===== config.mk =====
export PLATFORM = sky130hd
export DESIGN_NAME = fx_square
export DESIGN_NICKNAME = d
export VERILOG_FILES = /design/src/rtl/fx_pkg.sv /design/src/rtl/fx_shift_add_step.sv /design/src/rtl/fx_square.sv
export SDC_FILE = /design/constraint.sdc
export NUM_CORES = 1
export LEC_CHECK = 0
export CORE_ASPECT_RATIO = 0.75
export CORE_MARGIN = 2
export CORE_UTILIZATION = 55
export DETAILED_ROUTE_END_ITERATION = 7
export PLACE_DENSITY = 0.78
export SLEW_MARGIN = 20
export SYNTH_ARGS = -nofsm -noshare
export SYNTH_HDL_FRONTEND = slang
export SYNTH_SLANG_ARGS = --single-unit

===== constraint.sdc =====
create_clock -name clk -period 3.47 [get_ports clk]
set_clock_uncertainty 0.2 [all_clocks]
set_input_delay 0.8675 -clock clk [delete_from_list [all_inputs] [get_ports clk]]
set_output_delay 0.8675 -clock clk [all_outputs]
set_load 0.01 [all_outputs]

===== src/rtl/fx_pkg.sv =====
// ---------------------------------------------------------------------------
// fx_pkg
// Shared definitions for the fixed-point squarer (fx_square) and its
// combinational shift-add step (fx_shift_add_step).
//   FX_WIDTH    : default operand width (unsigned Q6.10 input)
//   FX_FRAC     : default operand fraction bits
//   FX_HALF_LSB : half of one Q6.10 LSB expressed in the Q12.20 product,
//                 i.e. the round-half-up bias for the optional Q6.10 output
//   fx_state_e  : squarer FSM state encoding
// ---------------------------------------------------------------------------
package fx_pkg;

  localparam int FX_WIDTH    = 16;
  localparam int FX_FRAC     = 10;
  localparam int FX_HALF_LSB = 1 << (FX_FRAC - 1);

  // IDLE -> CALC -> DONE -> HOLD -> IDLE; CALC/DONE abort back to IDLE
  // when the level request drops.
  typedef enum logic [1:0] {
    IDLE = 2'd0,
    CALC = 2'd1,
    DONE = 2'd2,
    HOLD = 2'd3
  } fx_state_e;

endpackage : fx_pkg


===== src/rtl/fx_shift_add_step.sv =====
// ---------------------------------------------------------------------------
// fx_shift_add_step
// One LSB-first shift-add multiplication step, purely combinational.
//   acc         in  : running partial product (2*WIDTH bits)
//   mcand       in  : multiplicand, already shifted for this step
//   mplier      in  : remaining multiplier bits; bit 0 selects the add
//   acc_next    out : acc + (mplier[0] ? mcand : 0)
//   mcand_next  out : mcand << 1
//   mplier_next out : mplier >> 1
// The accumulator is 2*WIDTH bits wide so the full product of two WIDTH-bit
// operands never overflows.
// ---------------------------------------------------------------------------
module fx_shift_add_step
  import fx_pkg::*;
#(
  parameter int WIDTH = FX_WIDTH
) (
  input  logic [2*WIDTH-1:0] acc,
  input  logic [2*WIDTH-1:0] mcand,
  input  logic [WIDTH-1:0]   mplier,
  output logic [2*WIDTH-1:0] acc_next,
  output logic [2*WIDTH-1:0] mcand_next,
  output logic [WIDTH-1:0]   mplier_next
);

  assign acc_next    = mplier[0] ? (acc + mcand) : acc;
  assign mcand_next  = mcand << 1;
  assign mplier_next = mplier >> 1;

endmodule : fx_shift_add_step


===== src/rtl/fx_square.sv =====
// ---------------------------------------------------------------------------
// fx_square
// Iterative fixed-point squarer. Takes an unsigned Q6.10 operand and returns
// its exact square as unsigned Q12.20, one shift-add step per clock.
//
// Handshake (shared with the sqrt block so a controller can use either):
//   enable is a level request. Seen high in IDLE, it starts an operation and
//   X is latched on that edge only. enable must stay high through CALC and
//   DONE; if it is seen low there the operation is abandoned with no done
//   pulse and Result unchanged. done pulses for exactly one cycle in the
//   cycle Result takes the new value. Afterwards the block waits in HOLD
//   until enable goes low, so each assertion of enable yields one result.
//
// Timing: start edge k, WIDTH CALC edges (k+1 .. k+WIDTH), Result/done
// registered at edge k+WIDTH+1.
//
// Ports
//   clk      in  : clock, all logic on posedge
//   rst_n    in  : synchronous active-low reset
//   enable   in  : level request
//   X        in  : operand, unsigned Q6.10 (WIDTH bits)
//   Result   out : X*X, unsigned Q12.20 (2*WIDTH bits), registered
//   done     out : one-cycle pulse when Result is updated
//   Result_q out : (only with FX_SQUARE_Q610_OUT_EN) Result rounded
//                  half-up back to Q6.10, saturated to all-ones
//
// Configuration macro: FX_SQUARE_Q610_OUT_EN enables the Result_q port and
// its rounding logic. Without it, Result/done behaviour is identical.
// ---------------------------------------------------------------------------
module fx_square
  import fx_pkg::*;
#(
  parameter int WIDTH = FX_WIDTH,
  parameter int FRAC  = FX_FRAC
) (
  input  logic               clk,
  input  logic               rst_n,
  input  logic               enable,
  input  logic [WIDTH-1:0]   X,
  output logic [2*WIDTH-1:0] Result,
`ifdef FX_SQUARE_Q610_OUT_EN
  output logic [WIDTH-1:0]   Result_q,
`endif
  output logic               done
);

  localparam int CNT_W = $clog2(WIDTH + 1);
  // Value of cnt during the final CALC step.
  localparam logic [CNT_W-1:0] LAST_STEP = CNT_W'(WIDTH - 1);

  // FSM state is kept in a plainly named register so checkers can bind to it.
  fx_state_e          state;
  logic [CNT_W-1:0]   cnt;
  logic [2*WIDTH-1:0] acc;
  logic [2*WIDTH-1:0] mcand;
  logic [WIDTH-1:0]   mplier;

  logic [2*WIDTH-1:0] acc_next;
  logic [2*WIDTH-1:0] mcand_next;
  logic [WIDTH-1:0]   mplier_next;

  fx_shift_add_step #(
    .WIDTH (WIDTH)
  ) u_step (
    .acc         (acc),
    .mcand       (mcand),
    .mplier      (mplier),
    .acc_next    (acc_next),
    .mcand_next  (mcand_next),
    .mplier_next (mplier_next)
  );

`ifdef FX_SQUARE_Q610_OUT_EN
  // Round-half-up from Q12.20 to Q6.10: add half an output LSB, drop FRAC
  // fraction bits, then clamp anything that no longer fits in WIDTH bits.
  // One extra bit on the sum keeps the carry of the bias addition.
  localparam logic [2*WIDTH:0] HALF_LSB = (2*WIDTH+1)'(1) << (FRAC - 1);
  localparam int RQ_W = 2*WIDTH + 1 - FRAC;

  logic [2*WIDTH:0] rounded_sum;
  logic [RQ_W-1:0]  rq_full;
  logic             rq_sat;
  logic [WIDTH-1:0] rq_val;

  always_comb begin
    rounded_sum = {1'b0, acc} + HALF_LSB;
    rq_full     = RQ_W'(rounded_sum >> FRAC);
    rq_sat      = |rq_full[RQ_W-1:WIDTH];
    rq_val      = rq_sat ? {WIDTH{1'b1}} : rq_full[WIDTH-1:0];
  end
`endif

  always_ff @(posedge clk) begin
    if (!rst_n) begin
      state  <= IDLE;
      cnt    <= '0;
      acc    <= '0;
      mcand  <= '0;
      mplier <= '0;
      Result <= '0;
      done   <= 1'b0;
`ifdef FX_SQUARE_Q610_OUT_EN
      Result_q <= '0;
`endif
    end else begin
      // done is a pulse: only the DONE branch raises it, for one cycle.
      done <= 1'b0;
      case (state)
        IDLE: begin
          if (enable) begin
            mcand  <= {{WIDTH{1'b0}}, X};
            mplier <= X;
            acc    <= '0;
            cnt    <= '0;
            state  <= CALC;
          end
        end

        CALC: begin
          if (!enable) begin
            // Abandoned: partial product is discarded, Result untouched.
            state <= IDLE;
          end else begin
            acc    <= acc_next;
            mcand  <= mcand_next;
            mplier <= mplier_next;
            cnt    <= cnt + 1'b1;
            if (cnt == LAST_STEP) begin
              state <= DONE;
            end
          end
        end

        DONE: begin
          if (!enable) begin
            state <= IDLE;
          end else begin
            Result <= acc;
            done   <= 1'b1;
`ifdef FX_SQUARE_Q610_OUT_EN
            Result_q <= rq_val;
`endif
            state  <= HOLD;
          end
        end

        HOLD: begin
          // Wait for the request to drop so one assertion gives one result.
          if (!enable) begin
            state <= IDLE;
          end
        end

        default: state <= IDLE;
      endcase
    end
  end

endmodule : fx_square


# Yosys cells after proc, flatten, opt, wreduce, memory -nomap -nowiden
# Index checks and enable logic that the tools add are counted.
[totals]
ff_bits = 120
inputBits = 19
output_inout_bits = 33
elab_cells = 45
[classes]
addsub = 2
n_mux = 20
reduce_logical = 7
n_eq_ne = 9
[op_table]
columns = ["op", "n"]
rows = [
  ["two-way mux 32 bit", 5],
  ["case mux 32 bit (2 select lines)", 2],
  ["adder 32 bit", 1],
  ["two-way mux 16 bit", 2],
  ["case mux 16 bit (2 select lines)", 1],
  ["two-way mux 2 bit", 5],
  ["two-way mux 5 bit", 2],
  ["case mux 5 bit (2 select lines)", 1],
  ["inequality test 2 bit, second input constant", 4],
  ["case mux 2 bit (4 select lines)", 1],
  ["AND reduction 3 bit", 2],
  ["adder 5 x 1 -> 5 bit, second input constant", 1],
  ["equality test 5 x 4 -> 1 bit, second input constant", 1],
  ["equality test 2 bit, second input constant", 2],
  ["AND reduction 2 bit", 2],
  ["AND reduction 4 bit", 1],
  ["inequality test 3 bit, second input constant", 1],
  ["equality test 2 x 1 -> 1 bit, second input constant", 1],
  ["zero test 2 bit", 1],
  ["nonzero test 2 bit", 1],
  ["two-way mux 1 bit", 1],
]

# Longest topological paths before layout
[logic_depth]
depth_word = 4
depth_mapped = 11
ltp_nobuf = 11

# Hierarchy
# From an unflattened synthesis, not the netlist that was laid out.
[unflattened]
hier_cells = 868
hier_area_um2 = 6874.1
[modules_own_cells]
columns = ["mod", "seq_area_each_um2", "area_per_inst_um2", "instances", "cells_per_inst"]
rows = [
  ["fx_square", 2402.3, 4494.3, 1, 555],
  ["fx_shift_add_step", 0.0, 2379.8, 1, 313],
]

# Worst setup path after synthesis
# Ideal clock, no wire load.
[synth_path]
path_kind = "register to register"
from = "register acc[0]"
to = "register acc[28]"
stages_incl_launch_ff = 12
n_path_buf = 0
setup_ns = 0.125
t_arrival_ns = 2.270
period_less_slack_ns = 2.594
required_time_ns = 3.145
slack_ns = 0.876
path_cell_list = "dfxtp_1 > ha_1 > inv_1 > fa_1 > nor2b_1 > o31a_4 > o21a_4 > a311oi_4 > o2111ai_2 > a41oi_2 > xor2_1 > o21ai_1"
[synth_via]
elab_chain_cells = 4
[synth_rtl]
columns = ["item", "line", "rtl"]
rows = [
  ["start: declaration", "fx_square.sv:54", "logic [2*WIDTH-1:0] acc;"],
  ["start signal: assignment", "fx_square.sv:124", "acc <= acc_next;"],
  ["adder 32 bit", "fx_shift_add_step.sv:26", "assign acc_next = mplier[0] ? (acc + mcand) : acc;"],
  ["two-way mux 32 bit", "fx_shift_add_step.sv:26", ""],
  ["two-way mux 32 bit", "fx_square.sv:120", "if (!enable) begin"],
  ["case mux 32 bit (2 select lines)", "fx_square.sv:108", "case (state)"],
]
# No other way between the ends. The select of a mux whose other input is x is not followed.
# A chain may end at the register's enable or synchronous reset.

# Worst setup path in the final report
[layout_path]
from = "register mcand[0]"
to = "register acc[30]"
[layout_via]
elab_chain_cells = 4
[layout_rtl]
columns = ["item", "line", "rtl"]
rows = [
  ["start: declaration", "fx_square.sv:55", "logic [2*WIDTH-1:0] mcand;"],
  ["start signal: assignment", "fx_square.sv:111", "mcand <= {{WIDTH{1'b0}}, X};"],
  ["start signal: assignment", "fx_square.sv:125", "mcand <= mcand_next;"],
  ["adder 32 bit", "fx_shift_add_step.sv:26", ""],
  ["two-way mux 32 bit", "fx_shift_add_step.sv:26", ""],
  ["two-way mux 32 bit", "fx_square.sv:120", ""],
  ["case mux 32 bit (2 select lines)", "fx_square.sv:108", ""],
]
# No other way between the ends. The select of a mux whose other input is x is not followed.

==> impl_metrics.py <==
metrics = {
    "job": {
        "drv_cap": 0,
    },
    "layout": {
        "final_nets": 853,
        "area.growth.synth_to_final_pct": 18.8,
        "diodes": 0,
        "seq_area_um2": 2400,
        "fillers": 897,
        "finalNonFillerCells": 952,
        "multi_input_area_um2": 3660,
        "drive_above_1_share": 0.0677,
        "fin_util": 0.679,
    },
    "floorplan": {
        "core-area_um2": 11100,
        "die_w_um": 128,
        "ioPinCount": 52,
        "initial_core_util": 0.572,
        "rows": 33,
        "die_area_um2": 12400,
        "die_height_um": 96.9,
    },
    "yosys": {
        "ys_seq_area_frac": 0.380,
        "synthTopCellsByCount": "dfxtp_1, nand2_1, a21oi_1",
        "synth_area_leaders": "dfxtp_1, a21oi_1, nand2_1",
        "synth_edf_count": 0,
        "synth-xor-area-share": 0.0305,
        "synth_compound_area_frac": 0.285,
        "synth_top_family_by_area": "compound AO/OA/AOI/OAI gates",
        "avgSynthCellArea_um2": 8.19,
        "synthesis.area_um2": 6320,
        "synth-async-reset-ratio": 0,
        "synthSimpleGateAreaFrac": 0.189,
        "ys_seq_elements": 120,
        "synth_nets": 825,
        "yosys.area.top_type": "dfxtp_1",
        "yosysUniqueCellTypes": 64,
        "syn-instance-count": 772,
        "synth.most_common_cell": "dfxtp_1",
        "synth-main-ff-cell": "dfxtp_1",
        "yosys.area_share.adder": 0.0684,
        "yosysWarnings": 0,
        "synth_top_area_share": 0.380,
        "synth.area.mux_share": 0.00475,
    },
    "sta": {
        "fmax_mhz": 339,
        "period_share": 0.851,
        "setup_viol": 0,
        "relSlewSlack": 0.508,
        "fin_setup_tns_ps": 0,
        "slew_viol_final": 0,
        "fin_crit_ps": 2950,
        "hold_violations": 0,
        "rsz0062_at_grt": "false",
        "worst_pin_slew_ps": 737,
        "setup_ws_ps": 518,
    },
    "grt": {
        "grt_max_degree": 83,
        "antenna_found_initial": 0,
        "grt.total_usage": 0.270,
        "grt_pass1_wl_um": 26800,
        "grt_pass1_vias": 5317,
        "grt_overflow": 0,
    },
    "clocking": {
        "cts.repair.resized": 0,
        "numCtsBuffers": 17,
        "cts.sinks": 120,
        "path_clk_slew_ps": 50,
        "cts_setup_buffers": 0,
        "root_buffer": "clkbuf_16",
        "hold_buffers": 0,
        "cts_tree": "yes",
        "cts_max_level": 4,
        "clock_latency_ps": 420,
        "cts.path.max_buffers": 2,
    },
    "worst_setup_path": {
        "crit_path_max_fanout": 4,
        "crit_type": "flip-flop to flip-flop",
        "cp_data_required_time_ps": 3580,
        "arrival_ps": 3060,
        "startpoint_type": "flip-flop",
        "crit_path_end_kind": "flip-flop",
    },
    "power": {
        "ir_worst_vdd_mv": 0.339,
        "total_leakage_power_nw": 2.87,
        "power.density_nw_per_um2": 465,
    },
    "status": {
        "status": "completed",
    },
    "routing": {
        "drt_first_pass_iters": 5,
        "routed_wl_um": 16200,
        "ant_nets": 0,
        "wl_per_cell_um": 17.0,
        "drc": 0,
        "vias": 5751,
        "via_per_inst": 6.04,
        "drt-initial-drc-count": 456,
    },
    "placement": {
        "dpl_worst_slack_ps": 435,
        "place.gp.congestion": 0.974,
        "place_inst": 921,
        "hpwl_um": 10900,
        "portBuffers": 51,
    },
    "min_path": {
        "hp-class": "flip-flop to flip-flop",
    },
}
==> state kept, by name, summed over array words and instances (netlist names) <==
signal / flops
mcand: 32
state: 2
cnt: 5
mplier: 16
done: 1
Result: 32
acc: 32
==> routing by layer <==
metal  vias to the layer above  GRT usage  part of all wire
li1                       2799          -                 -
met1                      2697      0.389              0.49
met2                       215      0.388              0.43
met3                        40     0.0686             0.068
met4                         0     0.0997             0.019
met5                         -          0                 0
==> per-stage QoR <==
step / power (mW) / instance area [um2] / hold slack [ps]
finish: 3.50 / 7510 / 259
global route: 3.60 / 7510 / 285
CTS: 3.51 / 7510 / 264
detailed placement: 1.67 / 6890 / 257
global placement: 1.66 / 6890 / 250
floorplan: 1.60 / 6320 / 236
==> cells by family (layout without fill, tap and decap cells) <==
group | Yosys count | after routing
fa+ha+maj | 34 | 34
flops | 120 | 120
compound gates | 277 | 277
buf+inv | 68 | 108
mux | 3 | 3
simple gates | 248 | 248
xor+xnor | 22 | 22
==> path summary, 6_finish.rpt <==
| kind | from | endpoint | slack [ps] | cells past startpoint |
|---|---|---|---|---|
| min reg2reg | Result[25] | Result[25] | 260 | 2 |
| min | Result[25] | Result[25] | 260 | 2 |
| max reg2reg | mcand[0] | acc[30] | 520 | 11 |
| max | mcand[0] | acc[30] | 520 | 11 |
==> cell usage in the layout (no fill, tap or decap), drive strengths merged, types with 4 or more instances in the layout <==
cell and instances:
a21boi 52, and3 10, a21oi 91, clkinv 4, clkdlybuf4s50 50, and2 6
nor2 14, o21bai 7, ha 33, buf 10, a22oi 13, nand2b 5
dfxtp 120, clkbuf 24, nand3 27, inv 17, nand2 119, nor3 10
o21ai 61, nor2b 37, nor4 5, xnor2 14, o21a 4, a21o 17
xor2 8
==> worst max-delay path, stage by stage, from the launching register on <==
cell      delay, ps
dfxtp_1         390
ha_1            220
inv_1            60
fa_1            370
nor2b_1         260
o31a_4          200
o211a_1         200
o21ai_1         100
a21oi_1         190
o221ai_1        180
a21o_1          210
a32o_1          240
==> cell type report <==
| type | count | share of cell area |
|---|---|---|
| clock buffers | 24 | 0.0681 |
| flip-flops and latches | 120 | 0.320 |
| inverters | 17 | 0.00849 |
| repair buffers | 60 | 0.0779 |
| multi-input cells | 584 | 0.487 |
| clock inverters | 7 | 0.0152 |
| well taps | 140 | 0.0233 |
==> power by group <==
group / switching (mW) / internal, mW
clock: 0.615 / 1.24
combinational: 0.125 / 0.0807
sequential: 0.0295 / 1.41
Note: power is estimated with default switching activity, not from simulation.
